<file path="config.mk">
export PLATFORM = sky130hd
export DESIGN_NAME = lr3_seg_scan
export DESIGN_NICKNAME = d
export VERILOG_FILES = /design/src/rtl/lr3_seg_pkg.sv /design/src/rtl/lr3_hex7seg.sv /design/src/rtl/lr3_seg_scan.sv
export SDC_FILE = /design/constraint.sdc
export NUM_CORES = 1
export LEC_CHECK = 0
export CORE_MARGIN = 2
export CORE_UTILIZATION = 47
export DETAILED_ROUTE_END_ITERATION = 8
export GPL_TIMING_DRIVEN = 0
export PLACE_DENSITY_LB_ADDON = 0.3
export SLEW_MARGIN = 20
export SYNTH_ARGS = -nofsm -noshare
export SYNTH_HDL_FRONTEND = slang
export SYNTH_HIERARCHICAL = 1
export SYNTH_SLANG_ARGS = --single-unit
</file>
<file path="constraint.sdc">
create_clock -name CLK -period 3.2 [get_ports CLK]
set_input_delay 0.64 -clock CLK [delete_from_list [all_inputs] [get_ports CLK]]
set_output_delay 0.64 -clock CLK [all_outputs]
set_load 0.02 [all_outputs]
</file>
<file path="src/rtl/lr3_seg_pkg.sv">
// lr3_seg_pkg: shared definitions for the lr3 7-segment scanner.
//   state_t      : scanner FSM states (S_OFF, S_GUARD, S_ON)
//   SEG_OFF      : all segments dark (active-low)
//   SEG_HEX_0..F : active-low {g,f,e,d,c,b,a} patterns for hex digits
package lr3_seg_pkg;

  typedef enum logic [1:0] {
    S_OFF   = 2'd0,
    S_GUARD = 2'd1,
    S_ON    = 2'd2
  } state_t;

  localparam logic [6:0] SEG_OFF   = 7'h7F;

  localparam logic [6:0] SEG_HEX_0 = 7'b1000000;
  localparam logic [6:0] SEG_HEX_1 = 7'b1111001;
  localparam logic [6:0] SEG_HEX_2 = 7'b0100100;
  localparam logic [6:0] SEG_HEX_3 = 7'b0110000;
  localparam logic [6:0] SEG_HEX_4 = 7'b0011001;
  localparam logic [6:0] SEG_HEX_5 = 7'b0010010;
  localparam logic [6:0] SEG_HEX_6 = 7'b0000010;
  localparam logic [6:0] SEG_HEX_7 = 7'b1111000;
  localparam logic [6:0] SEG_HEX_8 = 7'b0000000;
  localparam logic [6:0] SEG_HEX_9 = 7'b0010000;
  localparam logic [6:0] SEG_HEX_A = 7'b0001000;
  localparam logic [6:0] SEG_HEX_B = 7'b0000011;
  localparam logic [6:0] SEG_HEX_C = 7'b1000110;
  localparam logic [6:0] SEG_HEX_D = 7'b0100001;
  localparam logic [6:0] SEG_HEX_E = 7'b0000110;
  localparam logic [6:0] SEG_HEX_F = 7'b0001110;

endpackage

</file>
<file path="src/rtl/lr3_hex7seg.sv">
// lr3_hex7seg: combinational hex nibble to active-low 7-segment decoder.
//   nib : 4-bit hex value
//   seg : active-low segments {g,f,e,d,c,b,a}
module lr3_hex7seg
  import lr3_seg_pkg::*;
(
  input  logic [3:0] nib,
  output logic [6:0] seg
);

  // Table lookup of the segment pattern for the nibble.
  always_comb begin
    seg = SEG_OFF;
    case (nib)
      4'h0:    seg = SEG_HEX_0;
      4'h1:    seg = SEG_HEX_1;
      4'h2:    seg = SEG_HEX_2;
      4'h3:    seg = SEG_HEX_3;
      4'h4:    seg = SEG_HEX_4;
      4'h5:    seg = SEG_HEX_5;
      4'h6:    seg = SEG_HEX_6;
      4'h7:    seg = SEG_HEX_7;
      4'h8:    seg = SEG_HEX_8;
      4'h9:    seg = SEG_HEX_9;
      4'hA:    seg = SEG_HEX_A;
      4'hB:    seg = SEG_HEX_B;
      4'hC:    seg = SEG_HEX_C;
      4'hD:    seg = SEG_HEX_D;
      4'hE:    seg = SEG_HEX_E;
      4'hF:    seg = SEG_HEX_F;
      default: seg = SEG_OFF;
    endcase
  end

endmodule

</file>
<file path="src/rtl/lr3_seg_scan.sv">
// lr3_seg_scan: dynamic multiplexer for a common-anode N_DIG-digit 7-segment
// display. Each CE tick advances one digit, with GUARD_CYC all-dark cycles in
// between; display data is snapshotted once per frame (at digit 0).
// Optional build macro LR3_SEG_LZB_EN enables leading-zero blanking.
// Ports:
//   CLK, RST : clock, asynchronous active-high reset
//   CE       : one-cycle scan tick
//   DATA     : hex nibbles, digit k = DATA[4k+3:4k]
//   DP_IN    : decimal point request per digit (1 = lit)
//   EN_DIG   : digit enable mask (0 = always dark)
//   AN       : anode drives, active-low
//   SEG      : segments {g..a}, active-low
//   DP       : decimal point, active-low
//   FRAME    : one-cycle pulse when a new frame (digit 0) starts
module lr3_seg_scan
  import lr3_seg_pkg::*;
#(
  parameter  int N_DIG     = 8,
  parameter  int GUARD_CYC = 2,
  localparam int IDX_W     = $clog2(N_DIG)
) (
  input  logic               CLK,
  input  logic               RST,
  input  logic               CE,
  input  logic [4*N_DIG-1:0] DATA,
  input  logic [N_DIG-1:0]   DP_IN,
  input  logic [N_DIG-1:0]   EN_DIG,
  output logic [N_DIG-1:0]   AN,
  output logic [6:0]         SEG,
  output logic               DP,
  output logic               FRAME
);

  localparam logic [IDX_W-1:0] IDX_LAST = IDX_W'(N_DIG - 1);
  localparam logic [3:0]       GUARD_LD = 4'(GUARD_CYC);
  localparam bit               NO_GUARD = (GUARD_CYC == 0);
  localparam state_t           ST_ADV   = NO_GUARD ? S_ON : S_GUARD;
  localparam logic [3:0]       CNT_ADV  = NO_GUARD ? 4'd0 : GUARD_LD;

  state_t               state_r, state_s;
  logic [IDX_W-1:0]     idx_r, idx_s;
  logic [3:0]           cnt_r, cnt_s;
  logic [4*N_DIG-1:0]   snap_data_r, view_data_s;
  logic [N_DIG-1:0]     snap_en_r, snap_dp_r;
  logic [N_DIG-1:0]     view_en_s, view_dp_s, keep_s, an_s;
  logic                 take_snap_s;
  logic [3:0]           nib_s;
  logic                 dp_bit_s;
  logic [6:0]           seg_dec_s;

`ifdef LR3_SEG_LZB_EN
  logic lead_s;

  // Leading-zero blanking: a digit stays lit unless it and every digit above
  // it are zero; digit 0 is always kept.
  always_comb begin
    keep_s = '1;
    lead_s = 1'b1;
    for (int k = N_DIG - 1; k >= 1; k--) begin
      lead_s    = lead_s & (DATA[4*k +: 4] == 4'h0);
      keep_s[k] = ~lead_s;
    end
  end
`else
  assign keep_s = '1;
`endif

  // Next state, next digit index, guard counter and snapshot request.
  always_comb begin
    state_s     = state_r;
    idx_s       = idx_r;
    cnt_s       = cnt_r;
    take_snap_s = 1'b0;
    case (state_r)
      S_OFF: begin
        if (CE) begin
          idx_s       = '0;
          take_snap_s = 1'b1;
          state_s     = ST_ADV;
          cnt_s       = CNT_ADV;
        end else begin
          state_s = S_OFF;
        end
      end
      S_ON: begin
        if (CE) begin
          state_s = ST_ADV;
          cnt_s   = CNT_ADV;
          // Explicit wrap keeps the index below N_DIG for any digit count.
          if (idx_r == IDX_LAST) begin
            idx_s       = '0;
            take_snap_s = 1'b1;
          end else begin
            idx_s = idx_r + IDX_W'(1);
          end
        end else begin
          state_s = S_ON;
        end
      end
      S_GUARD: begin
        // CE is deliberately ignored here; the counter alone ends the guard.
        if (cnt_r <= 4'd1) begin
          state_s = S_ON;
          cnt_s   = 4'd0;
        end else begin
          cnt_s = cnt_r - 4'd1;
        end
      end
      default: begin
        state_s = S_OFF;
        idx_s   = '0;
        cnt_s   = 4'd0;
      end
    endcase
  end

  // Data visible after this edge: a fresh snapshot when one is taken,
  // otherwise the held one. Blanked digits also lose their decimal point.
  always_comb begin
    if (take_snap_s) begin
      view_data_s = DATA;
      view_en_s   = EN_DIG & keep_s;
      view_dp_s   = DP_IN & keep_s;
    end else begin
      view_data_s = snap_data_r;
      view_en_s   = snap_en_r;
      view_dp_s   = snap_dp_r;
    end
  end

  // Select the nibble / DP of the next digit and build a one-hot-low anode.
  always_comb begin
    nib_s    = 4'h0;
    dp_bit_s = 1'b0;
    an_s     = '1;
    for (int k = 0; k < N_DIG; k++) begin
      nib_s    = (idx_s == IDX_W'(k)) ? view_data_s[4*k +: 4] : nib_s;
      dp_bit_s = (idx_s == IDX_W'(k)) ? view_dp_s[k] : dp_bit_s;
      an_s[k]  = ~((idx_s == IDX_W'(k)) & view_en_s[k]);
    end
  end

  lr3_hex7seg u_dec (
    .nib (nib_s),
    .seg (seg_dec_s)
  );

  // Scanner state and registered display outputs, updated on the same edge.
  always_ff @(posedge CLK or posedge RST) begin
    if (RST) begin
      state_r     <= S_OFF;
      idx_r       <= '0;
      cnt_r       <= 4'd0;
      snap_data_r <= '0;
      snap_en_r   <= '0;
      snap_dp_r   <= '0;
      AN          <= '1;
      SEG         <= SEG_OFF;
      DP          <= 1'b1;
      FRAME       <= 1'b0;
    end else begin
      state_r     <= state_s;
      idx_r       <= idx_s;
      cnt_r       <= cnt_s;
      snap_data_r <= view_data_s;
      snap_en_r   <= view_en_s;
      snap_dp_r   <= view_dp_s;
      FRAME       <= take_snap_s;
      if (state_s == S_ON) begin
        AN  <= an_s;
        SEG <= seg_dec_s;
        DP  <= ~dp_bit_s;
      end else begin
        AN  <= '1;
        SEG <= SEG_OFF;
        DP  <= 1'b1;
      end
    end
  end

endmodule

</file>
Word-level counts from Yosys, hierarchy flattened --
Memory sizes are Yosys's and may differ from the RTL's. Index checks and enable logic that the tools add are counted.
Operators by class: mux-type cells 37, order comparisons 1, shift-type cells 0, add/subtract/negate cells 2, reduce and logical (&&, ||, !) cells 3, equal/unequal tests 12, multipliers 0, bitwise gates (word level) 17, div/mod/pow operators 0
Operators with widths (number):
- two-way mux 4 bit | 10
- two-way mux 32 bit | 1
- two-way mux 8 bit | 3
- == test 3 bit, second input constant | 5
- two-way mux 1 bit | 13
- two-way mux 3 bit | 3
- inverter 1 bit | 9
- case mux 3 bit (3 select lines) | 1
- AND 1 bit | 8
- case mux 4 bit (2 select lines) | 1
- two-way mux 7 bit | 1
- == test 3 x 2 -> 1 bit, second input constant | 2
- case mux 2 bit (3 select lines) | 1
- == test 2 bit, second input constant | 2
- less-or-equal comparator 4 x 1 -> 1 bit, second input constant | 1
- two-way mux 2 bit | 2
- subtractor 4 x 1 -> 4 bit, second input constant | 1
- adder 3 x 1 -> 3 bit, second input constant | 1
- == test 3 x 1 -> 1 bit, second input constant | 1
- zero test 3 bit | 1
- == test 2 x 1 -> 1 bit, second input constant | 1
- zero test 2 bit | 1
- inequality test 2 x 1 -> 1 bit, second input constant | 1
- case mux 1 bit (2 select lines) | 1
- OR reduction 2 bit | 1
Word-level totals: memory bits (read-only) 112, memories 1, output and inout bits 17, bits in registers 74, bits in writable memories 0, word-level logic and storage cells 83, latch bits 0, input port bits 51
Memory list:
- (name not given) | words 16, bits a word 7, rd ports 1, clocked after memory_dff 0, wr ports 0, line lr3_hex7seg.sv:14 | case (nib)

Depth between registers and ports, before layout --
word-level depth 15, gate-level depth with buffers 16, gate-level depth less buffers 15

Hierarchy --
Netlist, hierarchy kept.
Modules (own cells, without submodules):
- lr3_seg_scan | instances 1, cells an instance 377, area each 3473.3 sq um
- lr3_hex7seg | instances 1, cells an instance 32, area each 275.3 sq um

Least setup slack after synthesis --
No wires, ideal clock.
kind register to register, start register idx_r[0], end register SEG[3], arrival 3261 ps, path slack -146 ps, path buffers 1, period minus slack after synthesis 3346 ps, required time 3116 ps, cell stages (with the launch flop) 16, setup time 84 ps, path through dfrtp_1 ha_1 ha_1 nand4bb_2 a21oi_4 nor2_8 inv_6 buf_8 a211oi_2 o221ai_1 o31a_1 inv_1 ha_1 inv_1 mux4_1 or2_2
Between the ends: word-level cells in the longest chain between the ends 15, elaborated cells between the ends (all ways) 28, classes of those cells add/sub: 1; eq/ne: 8; mux: 17; reduce/logical: 1; memory: 1
Ends and longest elaborated chain:
- start: declaration | line lr3_seg_scan.sv:41 | logic [IDX_W-1:0] idx_r, idx_s;
- start signal: assignment | line lr3_seg_scan.sv:163 | idx_r <= idx_s;
- adder 3 x 1 -> 3 bit / == test 3 bit (equally long branches) | line lr3_seg_scan.sv:94, lr3_seg_scan.sv:90
- two-way mux 3 bit / two-way mux 1 bit (equally long branches) | line lr3_seg_scan.sv:90 | if (idx_r == IDX_LAST) begin
- two-way mux 3 bit / two-way mux 1 bit (equally long branches) | line lr3_seg_scan.sv:86 | if (CE) begin
- case mux 3 bit (3 select lines) / case mux 1 bit (2 select lines) (equally long branches) | line lr3_seg_scan.sv:74 | case (state_r)
- zero test 3 bit / two-way mux 32 bit (equally long branches) | line lr3_seg_scan.sv:137, lr3_seg_scan.sv:120
- two-way mux 4 bit (7 in series) | line lr3_seg_scan.sv:137 | nib_s = (idx_s == IDX_W'(k)) ? view_data_s[4*k +: 4] : nib_s;
- two-way mux 4 bit * | line lr3_seg_scan.sv:137
- net nib_s[0] | line lr3_seg_scan.sv:47 | logic [3:0] nib_s;
- memory read (16 x 7 bit) *
- net seg_dec_s[3] | line lr3_seg_scan.sv:49 | logic [6:0] seg_dec_s;
- two-way mux 7 bit * | line lr3_seg_scan.sv:169 | if (state_s == S_ON) begin
- end signal: assignment | line lr3_seg_scan.sv:171 | SEG <= seg_dec_s;
- end: declaration | line lr3_seg_scan.sv:29 | output logic [6:0] SEG,
Mark *: on every way through the listed nets, which the timed path passes. The rest lies on a longest branch. A chain may end at the register's enable or synchronous reset.

Worst setup path in the final report --
start register idx_r[1], end register SEG[6]
The elaborated chain is that of the path after synthesis.

==> metrics <==
DRT Pass-1 Iters 4; worst vdd ir 0.418 mV; mean cell area of the mapped netlist 9.17 µm²; Crit Path Category flop to flop; Cell Area, Placed 4600 µm²; status finished with violations; core area 7730 µm²; post-synth cell types 52; Cells after Synth 409; gpl congestion 0.922; dominant cells by area after synthesis dfrtp_1 39%, nand2_1 15%, dfstp_2 11%; Critical Path Start Type flop; nets 574; number of global-route vias before repair 3,353; Layout area overhead 35.6%; final number of setup-violating endpoints 1; R2R cell count 14; Die ar. 8710 µm²; CTS tree yes; Final Power 4.74 mW; post-synthesis sequential area ratio 0.499; critical path peak fanout 7; number of inserted diodes 0; Fin Hold WS 471 ps; vias per cell 5.29; port bufs 67; clk_lat worst skew 350 ps; Final Skew 9.35 ps; I/O Pins 68; GRT overflow 0; routed wire length 9560 µm; Achievable Freq 0.310 GHz; pwr dens 934 nW/µm²; first-pass GRT wire length 15,800 µm; DP Cell Count 579; Cell Area, Synth 3750 µm²; Worst Tran Pin Value 541 ps; Clock Sinks 74; YS warnings 6; cts bufs inserted 9; dominant cell type by area after synthesis dfrtp_1; top cells by count, synth 152 x nand2_1, 58 x dfrtp_1, 25 x o21ai_0, 16 x dfstp_2, 13 x nor2_1; post-layout util 0.658; Post-synth EDFFs 0; period utilization 1.01; leakage power 2.35 nW; largest buffer count on any clock path 2; Yosys top cell area share 0.387; Most used DFF post-synth dfrtp_1; Post-DP HPWL 6550 µm; initial antenna violation count 0; min Tclk post-route 3220 ps; Max-Cap Viols 0; Vias 3,274; DRC Markers 0; Die H 93.3 µm; RSZ-0062 raised after global routing true; worst hold path type flop to flop; remaining antenna violation count after routing 0; Non-Filler Instances 619; Data arrival, critical path 3500 ps; # hold bufs at CTS 0; cell area after layout 5080 µm²; chip width 93.3 µm; Pins Over Slew Limit 0; Post-synth ARST share 1.00; Avg WL per Cell 15.4 µm; setup ws final -23.8 ps; failing checks setup timing; H-tree depth 3; Max transition margin 0.639; Initial DRC Count 187; pin count of the biggest net entering global routing 39; most frequent cell after synthesis nand2_1; Initial Utilization 0.485; Clock transition at path regs 70 ps; Hold Path Depth 2; Worst Path Required 3480 ps; FP Rows 32; Synth Net Count 471; layout cell share with drive strength beyond 1 0.215; Worst Setup End Kind flop; Total Routing Usage GR 0.235; Root Driver clkbuf_8; register bit total from synthesis 74; final hold vios 0
-- placed cells by master (no fill, tap or decap), types with 3 or more instances in the layout --
master,count
a211oi_1,4
a211oi_2,4
a21oi_1,4
a31oi_1,7
buf_2,3
buf_4,23
buf_6,5
clkbuf_1,8
clkbuf_2,5
clkbuf_8,11
clkdlybuf4s50_1,66
dfrtp_1,58
dfstp_2,16
ha_1,6
ha_4,3
inv_1,7
inv_2,4
mux2i_1,7
nand2_1,152
nand2b_1,7
nand3_1,3
nand4_1,8
nor2_1,12
nor3b_1,8
o21ai_0,25
o221ai_2,3
o31a_1,4
or2_2,6
-- per-layer routing --
metal  up-vias  GRT usage  share of wire
met5         -          0              0
met4         0      0.104          0.030
met3        22     0.0443          0.050
met2       101      0.397           0.49
met1      1582      0.293           0.43
li1       1569          -              -
-- critical path, cell delays in order, from the launching register on --
cell	delay (ps)
dfrtp_1	390
ha_2	210
ha_4	160
nand4bb_4	200
a21oi_4	270
buf_6	180
nor3b_1	60
a211oi_1	280
o221ai_2	150
o31a_1	210
buf_4	170
ha_4	160
mux2_2	260
a22o_1	170
or2_2	290
-- layout make-up --
cell class / instances / area, µm²
Buffer: 23 / 151
Clock buffer: 13 / 180
Clock inverter: 3 / 18.8
Fill cell: 627 / 2650
Inverter: 13 / 56.3
Multi-Input combinational cell: 299 / 1780
Sequential cell: 74 / 1870
Tap cell: 102 / 128
Timing Repair Buffer: 92 / 895
-- worst paths after layout --
| path | startpoint | to | slack [ps] |
|---|---|---|---|
| max | idx_r[1]$_DFF_PP0_ | SEG[6]$_DFF_PP1_ | -20 |
| min | snap_en_r[3]$_DFF_PP0_ | snap_en_r[3]$_DFF_PP0_ | 470 |
| max reg2reg | idx_r[1]$_DFF_PP0_ | SEG[6]$_DFF_PP1_ | -20 |
| min reg2reg | snap_en_r[3]$_DFF_PP0_ | snap_en_r[3]$_DFF_PP0_ | 470 |
| max in group asynchronous | RST | AN[3]$_DFF_PP1_ | 1910 |
| min in group asynchronous | RST | snap_dp_r[5]$_DFF_PP0_ | 670 |
-- power by group --
part | internal, mW | leakage (nW) | total (mW) | switching, mW
Combinational | 1.19 | 1.35 | 2.51 | 1.33
Clock | 0.372 | 0.105 | 0.720 | 0.348
Sequential | 1.32 | 0.895 | 1.51 | 0.188
-- what timing repair did --
item,in CTS,in global routing
endpoints found under the setup margin,7,7
gates resized for setup,21,4
pin swaps,11,3
buffers inserted,20,3
cloned,1,0
-- registers in the layout, indices dropped and copies added, names as in the netlist --
register and cells:
FRAME 1, DP 1, idx_r 3, snap_dp_r 8, AN 8, state_r 2
cnt_r 4, snap_data_r 32, SEG 7, snap_en_r 8
-- metrics by stage --
step,setup WS [ps],TNS [ps]
floorplan,21.3,0
global placement,-1100,-32930
detailed placement,-1080,-6270
CTS,5.44,0
global route,-134,-506
finish,-23.8,-23.8
-- kinds of logic (layout without fill, tap and decap cells) --
| family | count (synthesis) | count (layout) | share of synthesized area |
|---|---|---|---|
| fa+ha+maj | 11 | 11 | 0.0367 |
| simple gates | 211 | 211 | 0.254 |
| mux | 11 | 11 | 0.0357 |
| buf+inv | 36 | 144 | 0.0484 |
| flops | 74 | 74 | 0.499 |
| compound gates | 66 | 66 | 0.126 |
No activity file was read; power rests on OpenSTA's default activity.
